File: src/rtl/vga_pkg.sv
`default_nettype none
// ============================================================================
//  Module      : vga_pkg
//  Description : Nominal 640x480p60 raster constants shared by the timing
//                generator and the capture block, plus the capture FSM states.
//  Revision    : 1.0 - initial release
// ============================================================================
package vga_pkg;

    // Horizontal timing in pixel clocks
    localparam int H_ACTIVE = 640;
    localparam int H_FRONT  = 16;
    localparam int H_SYNC   = 96;
    localparam int H_PORCH  = 48;
    localparam int H_TOTAL  = 800;
    // Capture alignment: first hsync-high sample to x=0 (porch plus one
    // clock of slack for data/sync skew)
    localparam int H_BACK   = 49;

    // Vertical timing in lines
    localparam int V_ACTIVE = 480;
    localparam int V_FRONT  = 10;
    localparam int V_SYNC   = 2;
    localparam int V_BACK   = 33;
    localparam int V_TOTAL  = 525;

    typedef enum logic [1:0] {
        ST_HUNT   = 2'd0,
        ST_CHECK  = 2'd1,
        ST_LOCKED = 2'd2
    } cap_state_t;

endpackage
`default_nettype wire

File: src/rtl/vga_sync_edge.sv
`default_nettype none
// ============================================================================
//  Module      : vga_sync_edge
//  Description : Two-register pipeline for one active-low sync line with a
//                rising-edge (end of sync pulse) detector. Registers idle
//                high so leaving reset never looks like an edge.
//  Revision    : 1.0 - initial release
// ============================================================================
module vga_sync_edge (
    input  logic clk_pix,
    input  logic rst_pix_n,
    input  logic sync_in,
    output logic sync_rise
);

    logic r_s1;
    logic r_s2;

    // Two-stage sample of the sync line, idle level after reset
    always_ff @(posedge clk_pix or negedge rst_pix_n) begin
        if (!rst_pix_n) begin
            r_s1 <= 1'b1;
            r_s2 <= 1'b1;
        end else begin
            r_s1 <= sync_in;
            r_s2 <= r_s1;
        end
    end

    assign sync_rise = r_s1 & ~r_s2;

endmodule
`default_nettype wire

File: src/rtl/vga_capture.sv
`default_nettype none
// ============================================================================
//  Module      : vga_capture
//  Description : Samples a 2-2-2 RGB VGA stream, recovers pixel coordinates
//                from the syncs, verifies line/frame timing and emits a
//                validated pixel stream with a fixed two-cycle latency.
//  Revision    : 1.0 - initial release
// ============================================================================
module vga_capture #(
    parameter int H_ACTIVE = vga_pkg::H_ACTIVE,
    parameter int H_TOTAL  = vga_pkg::H_TOTAL,
    parameter int H_BACK   = vga_pkg::H_BACK,
    parameter int V_ACTIVE = vga_pkg::V_ACTIVE,
    parameter int V_TOTAL  = vga_pkg::V_TOTAL,
    parameter int V_BACK   = vga_pkg::V_BACK
) (
    input  logic        clk_pix,
    input  logic        rst_pix_n,
    input  logic [1:0]  vga_r,
    input  logic [1:0]  vga_g,
    input  logic [1:0]  vga_b,
    input  logic        hsync,
    input  logic        vsync,
    output logic        pix_valid,
    output logic [9:0]  pix_x,
    output logic [9:0]  pix_y,
    output logic [5:0]  pix_rgb,
    output logic        frame_start,
    output logic        locked,
    output logic        sync_err,
    output logic [10:0] line_period
);
    import vga_pkg::*;

    localparam logic [10:0] c_H_TOTAL = 11'(H_TOTAL);
    localparam logic [10:0] c_TIMEOUT = 11'(2 * H_TOTAL);
    localparam logic [10:0] c_V_TOTAL = 11'(V_TOTAL);
    localparam logic [10:0] c_H_BACK  = 11'(H_BACK);
    localparam logic [10:0] c_H_END   = 11'(H_BACK + H_ACTIVE);
    localparam logic [9:0]  c_V_BACK  = 10'(V_BACK);
    localparam logic [9:0]  c_V_END   = 10'(V_BACK + V_ACTIVE);

    logic        w_h_rise;
    logic        w_v_rise;
    logic [5:0]  r_rgb_s1;
    logic [5:0]  r_rgb_s2;
    logic [10:0] r_hcnt;
    logic [9:0]  r_lcnt;
    logic        r_first;
    logic        r_bad;
    logic        r_err;
    cap_state_t  r_state;
    cap_state_t  w_state_next;
    logic        w_bad_next;
    logic        w_err;

    vga_sync_edge u_hs_edge (
        .clk_pix   (clk_pix),
        .rst_pix_n (rst_pix_n),
        .sync_in   (hsync),
        .sync_rise (w_h_rise)
    );

    vga_sync_edge u_vs_edge (
        .clk_pix   (clk_pix),
        .rst_pix_n (rst_pix_n),
        .sync_in   (vsync),
        .sync_rise (w_v_rise)
    );

    // hcnt+1 saturating; doubles as the period measured at an hsync edge
    logic [10:0] w_hcnt_inc;
    logic [10:0] w_hcnt_next;
    assign w_hcnt_inc  = (r_hcnt == 11'h7FF) ? r_hcnt : r_hcnt + 11'd1;
    assign w_hcnt_next = w_h_rise ? 11'd0 : w_hcnt_inc;

    logic w_period_bad;
    logic w_frame_bad;
    logic w_timeout;
    assign w_period_bad = w_h_rise && (w_hcnt_inc != c_H_TOTAL);
    assign w_frame_bad  = w_v_rise && (({1'b0, r_lcnt} + 11'd1) != c_V_TOTAL);
    assign w_timeout    = (w_hcnt_next == c_TIMEOUT);

    // Colour pipeline aligned with the counter stage
    always_ff @(posedge clk_pix or negedge rst_pix_n) begin
        if (!rst_pix_n) begin
            r_rgb_s1 <= 6'd0;
            r_rgb_s2 <= 6'd0;
        end else begin
            r_rgb_s1 <= {vga_r, vga_g, vga_b};
            r_rgb_s2 <= r_rgb_s1;
        end
    end

    // Pixel/line counters and line period measurement
    always_ff @(posedge clk_pix or negedge rst_pix_n) begin
        if (!rst_pix_n) begin
            r_hcnt      <= 11'd0;
            r_lcnt      <= 10'd0;
            r_first     <= 1'b0;
            line_period <= 11'd0;
        end else begin
            r_hcnt <= w_hcnt_next;
            if (w_h_rise) begin
                line_period <= w_hcnt_inc;
            end
            // A vsync edge arms the next hsync edge to be line 0; when both
            // arrive together the hsync edge itself is line 0.
            if (w_v_rise) begin
                r_lcnt  <= 10'd0;
                r_first <= ~w_h_rise;
            end else if (w_h_rise) begin
                if (r_first) begin
                    r_lcnt <= 10'd0;
                end else if (r_lcnt != 10'h3FF) begin
                    r_lcnt <= r_lcnt + 10'd1;
                end
                r_first <= 1'b0;
            end
        end
    end

    // Lock FSM state register
    always_ff @(posedge clk_pix or negedge rst_pix_n) begin
        if (!rst_pix_n) begin
            r_state <= ST_HUNT;
            r_bad   <= 1'b0;
            r_err   <= 1'b0;
        end else begin
            r_state <= w_state_next;
            r_bad   <= w_bad_next;
            r_err   <= w_err;
        end
    end

    // Lock FSM next state; timeout overrides every other decision
    always_comb begin
        w_state_next = r_state;
        w_bad_next   = r_bad;
        w_err        = 1'b0;
        case (r_state)
            ST_HUNT: begin
                if (w_v_rise) begin
                    w_state_next = ST_CHECK;
                    w_bad_next   = 1'b0;
                end
            end
            ST_CHECK: begin
                if (w_v_rise) begin
                    if (!(r_bad || w_period_bad) && !w_frame_bad) begin
                        w_state_next = ST_LOCKED;
                    end
                    w_bad_next = 1'b0;
                end else if (w_period_bad) begin
                    w_bad_next = 1'b1;
                end
            end
            ST_LOCKED: begin
                if (w_period_bad || w_frame_bad) begin
                    w_state_next = ST_HUNT;
                    w_err        = 1'b1;
                end
            end
            default: begin
                w_state_next = ST_HUNT;
            end
        endcase
        if (w_timeout) begin
            w_state_next = ST_HUNT;
            w_bad_next   = 1'b1;
            w_err        = (r_state == ST_LOCKED);
        end
    end

    logic       w_active;
    logic [9:0] w_x;
    logic [9:0] w_y;
    assign w_x      = 10'(r_hcnt - c_H_BACK);
    assign w_y      = r_lcnt - c_V_BACK;
    assign w_active = (r_hcnt >= c_H_BACK) && (r_hcnt < c_H_END) &&
                      (r_lcnt >= c_V_BACK) && (r_lcnt < c_V_END) &&
                      (r_state == ST_LOCKED);

    // Registered pixel stream and status outputs
    always_ff @(posedge clk_pix or negedge rst_pix_n) begin
        if (!rst_pix_n) begin
            pix_valid   <= 1'b0;
            pix_x       <= 10'd0;
            pix_y       <= 10'd0;
            pix_rgb     <= 6'd0;
            frame_start <= 1'b0;
            locked      <= 1'b0;
            sync_err    <= 1'b0;
        end else begin
            locked   <= (r_state == ST_LOCKED);
            sync_err <= r_err;
            if (w_active) begin
                pix_valid   <= 1'b1;
                pix_x       <= w_x;
                pix_y       <= w_y;
                pix_rgb     <= r_rgb_s2;
                frame_start <= (w_x == 10'd0) && (w_y == 10'd0);
            end else begin
                pix_valid   <= 1'b0;
                pix_rgb     <= 6'd0;
                frame_start <= 1'b0;
            end
        end
    end

endmodule
`default_nettype wire

File: config.mk
export PLATFORM = sky130hd
export DESIGN_NAME = vga_capture
export DESIGN_NICKNAME = d
export VERILOG_FILES = /design/src/rtl/vga_pkg.sv /design/src/rtl/vga_sync_edge.sv /design/src/rtl/vga_capture.sv
export SDC_FILE = /design/constraint.sdc
export NUM_CORES = 1
export LEC_CHECK = 0
export BUFFER_PORTS_ARGS = -buffer_cell sky130_fd_sc_hd__clkbuf_2
export CAP_MARGIN = 20
export CORE_ASPECT_RATIO = 1.2
export CORE_MARGIN = 4
export CORE_UTILIZATION = 62
export DETAILED_ROUTE_END_ITERATION = 7
export PLACE_DENSITY = 0.83
export RECOVER_POWER = 50
export SKIP_LAST_GASP = 1
export SYNTH_ARGS = -nofsm -noshare
export SYNTH_HDL_FRONTEND = slang
export SYNTH_SLANG_ARGS = --single-unit
export TNS_END_PERCENT = 100
File: constraint.sdc
create_clock -name clk_pix -period 4.3 [get_ports clk_pix]
set_input_delay 0 -clock clk_pix [delete_from_list [all_inputs] [get_ports clk_pix]]
set_output_delay 0 -clock clk_pix [all_outputs]
set_load 0.05 [all_outputs]
==> metrics.txt <==
cell with the most instances after synthesis=dfrtp_1; CTS Root Buffer Type=clkbuf_8; placeable core area=approximately 6500 um^2; total global-route track usage=0.228; portion of netlist area occupied by mux cells=0.0129; fraction of final layout cells sized beyond drive strength 1=0.179; top post-synthesis cells by area=dfrtp_1, o21ai_0, nand2_1; post-synthesis net count=between 400 and 500; maximum count of clock buffers along a single path=2; number of pins with negative max-slew slack in the final report=70; signal arrival time at the worst endpoint=between 3000 and 4000 ps; DRC violations left=0; endpoints failing setup=0; leak pwr=approximately 2.1 nW; total negative slack for setup checks=0 ps; min cycle time layout=about 2900 ps; antenna viol nets, final=0; tightest slew margin relative to the limit=-0.0634; Clock Sink Count=83; number of global-route vias before repair=3,115; area of all placed cells without fillers=4650 um^2; synthesis warning total=0; net count reported at finish=around 500; effective utilization at floorplan=0.641; growth of design area from synthesis to finish=11.9%; area share of the leading cell type in the synthesized netlist=0.475; vias after detailed routing=3,233; Max Clock Freq=349 MHz; wire length of the first global-routing pass=14,400 um; overall die area=8090 um^2; pin count of the biggest net entering global routing=84; DRT Pass-1 Iters=4; xor and xnor fraction of the mapped netlist area=0.0463; Synth Area in Simple Gates=0.210; list of most frequent post-synthesis cells=dfrtp_1, o21ai_0, nand2_1; run status=finished, violations left; fraction of the mapped netlist area in adder cells=0.0211; die span in y=97.7 um; residual overflow from global routing=0; clock latency on the worst-skew pair=around 360 ps; number of antenna violations at the first check in global routing=0; number of buffers inserted by hold repair at cts=9; count of fill cells added during filler insertion=510; Synth Area in Compound Gates=0.162; count of inserted antenna diode cells=0; area after detailed placement=between 4000 and 5000 um^2; Async S/R FF share, synth=1.00; mean routed wirelength per cell=~15 um; number of flops mapped to enable cells by yosys=0; required arrival time at the worst endpoint=roughly 4500 ps; worst vdd ir=between 0.0003 and 0.0004 V; Layout Utilization=0.717; chip width=82.8 um; detailed-route wire length=between 8000 and 9000 um; kind of start point of the critical path=register; number of buffers created by CTS=9; number of core rows=32; classification of the worst-slack hold path=primary input to async pin; synthesized instance count=approximately 430; Post-CTS Setup Bufs=0; CTS tree=built; Post-Syn Area per Cell=between 9 and 10 um^2; biggest area consumer among synthesized cells=dfrtp_1; post_cts resized=0; Final HPWL DP=~6000 um; pwr/cell area=between 300 and 400 nW/um^2; port bufs=50; Vias per Instance=just under 6; number of distinct library cell variants in the gate-level netlist after synthesis=64; count of endpoints failing hold in the final timing report=0; initial DRC count=221; Least-Margin Pin Slew=between 1500 and 2000 ps; class of the most critical setup path=register to register; proportion of synthesized chip area in sequential cells=0.501; crit-path max FO=37; final clock period utilization by the worst path=0.667; summed instance area of the synthesized netlist=approximately 4200 um^2; main combinational cell family by area after synthesis=simple AND/OR/NAND/NOR gates; Primary FF master, synth=dfrtp_1; number of synthesized register bits=83; global placement routability congestion=0.975; H-tree lvl count=3; RSZ-0062 raised after global routing=no; nature of the critical path endpoint=register; maximum capacitance violations=1; overall power after layout=roughly 0.0017 W; Boundary Pins=between 50 and 60; Clock Pin Slew Worst Setup and Hold Paths=around 90 ps; post-route clock skew=between 10 and 15 ps; violated checks=capacitance limit, slew limit
[power by group]
part / internal [W] / leakage, nW / switching, W
combinational: 0.000115 / 0.941 / 0.000206
clock: 0.000219 / 0.0886 / 0.000307
sequential: 0.000825 / 1.10 / 0.0000711
total: 0.00116 / 2.13 / 0.000583
[registers in the layout (all words and copies together) (netlist names)]
register and flops:
r_err 1, pix_y 10, u_hs_edge.r_s1 1, u_vs_edge.r_s2 1, r_rgb_s2 6, pix_valid 1, line_period 11, r_state 2
locked 1, pix_rgb 6, u_hs_edge.r_s2 1, frame_start 1, sync_err 1, pix_x 10, r_bad 1, r_first 1
u_vs_edge.r_s1 1, r_lcnt 10, r_rgb_s1 6, r_hcnt 11
[metrics by stage]
step | cells | hold WS, ps | worst slack (ps)
floorplan | 425 | -296 | 1960
global placement | 533 | 88.8 | 1520
detailed placement | 533 | 90.0 | 1440
CTS | 558 | 262 | 1430
global route | 559 | 272 | 1220
finish | 559 | 216 | 1430
[path summary, 6_finish.rpt]
kind                                        from                    end  slack [ps]  cells past startpoint
max                        r_lcnt[0]$_DFFE_PN0P_   pix_y[6]$_DFFE_PN0N_        1430                      7
min in group clk_pix                    vga_b[1]  r_rgb_s1[1]$_DFF_PN0_         280                      2
max in group asynchronous              rst_pix_n  r_lcnt[0]$_DFFE_PN0P_        2070                      3
max reg2reg                r_lcnt[0]$_DFFE_PN0P_   pix_y[6]$_DFFE_PN0N_        1430                      7
min                                    rst_pix_n   pix_y[8]$_DFFE_PN0N_         220                      2
min reg2reg                r_rgb_s1[1]$_DFF_PN0_  r_rgb_s2[1]$_DFF_PN0_         360                      0
[routing by layer]
layer,part of all wire,global-route usage,vias to the layer above
li1,-,-,1573
met1,0.44,0.305,1536
met2,0.48,0.356,104
met3,0.053,0.0473,20
met4,0.026,0.102,0
met5,0,0,-
[logic make-up after synthesis]
kind of cell,count (synthesis)
AND/OR/NAND/NOR,165
AO/OA/AOI/OAI,101
flip-flops,83
buffers and inverters,42
XOR/XNOR,22
adder cells (fa/ha/maj),7
multiplexers,5
[layout by cell type (no fill, tap or decap), types with 3 or more instances in the layout]
master	Yosys	routed
dlygate4sd3_1	0	9
a31oi_1	5	5
nand2_1	45	45
nor4_1	4	4
o31ai_1	5	5
nand2b_1	10	10
xor2_1	6	6
mux2_2	3	3
nand4b_1	3	3
o41ai_1	3	3
nand4_1	4	4
xnor2_1	16	16
clkbuf_2	1	48
nor2b_1	7	7
nor4b_1	3	3
inv_6	0	3
a211oi_1	6	6
nor2_1	33	33
ha_1	7	7
clkbuf_8	0	9
a21oi_1	12	12
and4_1	3	3
clkbuf_1	12	3
nor3_1	9	9
o21ai_0	46	46
nand3_1	14	14
and2_1	10	10
nand3b_1	4	4
or3_1	4	4
inv_1	13	13
dfrtp_1	79	79
o2111ai_1	3	3
[worst max-delay path, cell delays in order, from the launching register on]
cell,delay (ps)
dfrtp_1,470
inv_1,90
ha_1,240
or4b_4,540
o21ai_2,130
nand3b_1,140
o2111ai_4,730
mux2_2,410
[cell type report]
type                    instances  area, um^2  area share
clock buffers                   9         124      0.0266
flip-flops and latches         83        2080       0.448
well taps                      85         106      0.0229
inverters                      14        52.6      0.0113
clock inverters                 7        57.6      0.0124
multi-input cells             300        1880       0.404
repair buffers                 61         349      0.0750
Power figures use the tool's default switching activity.
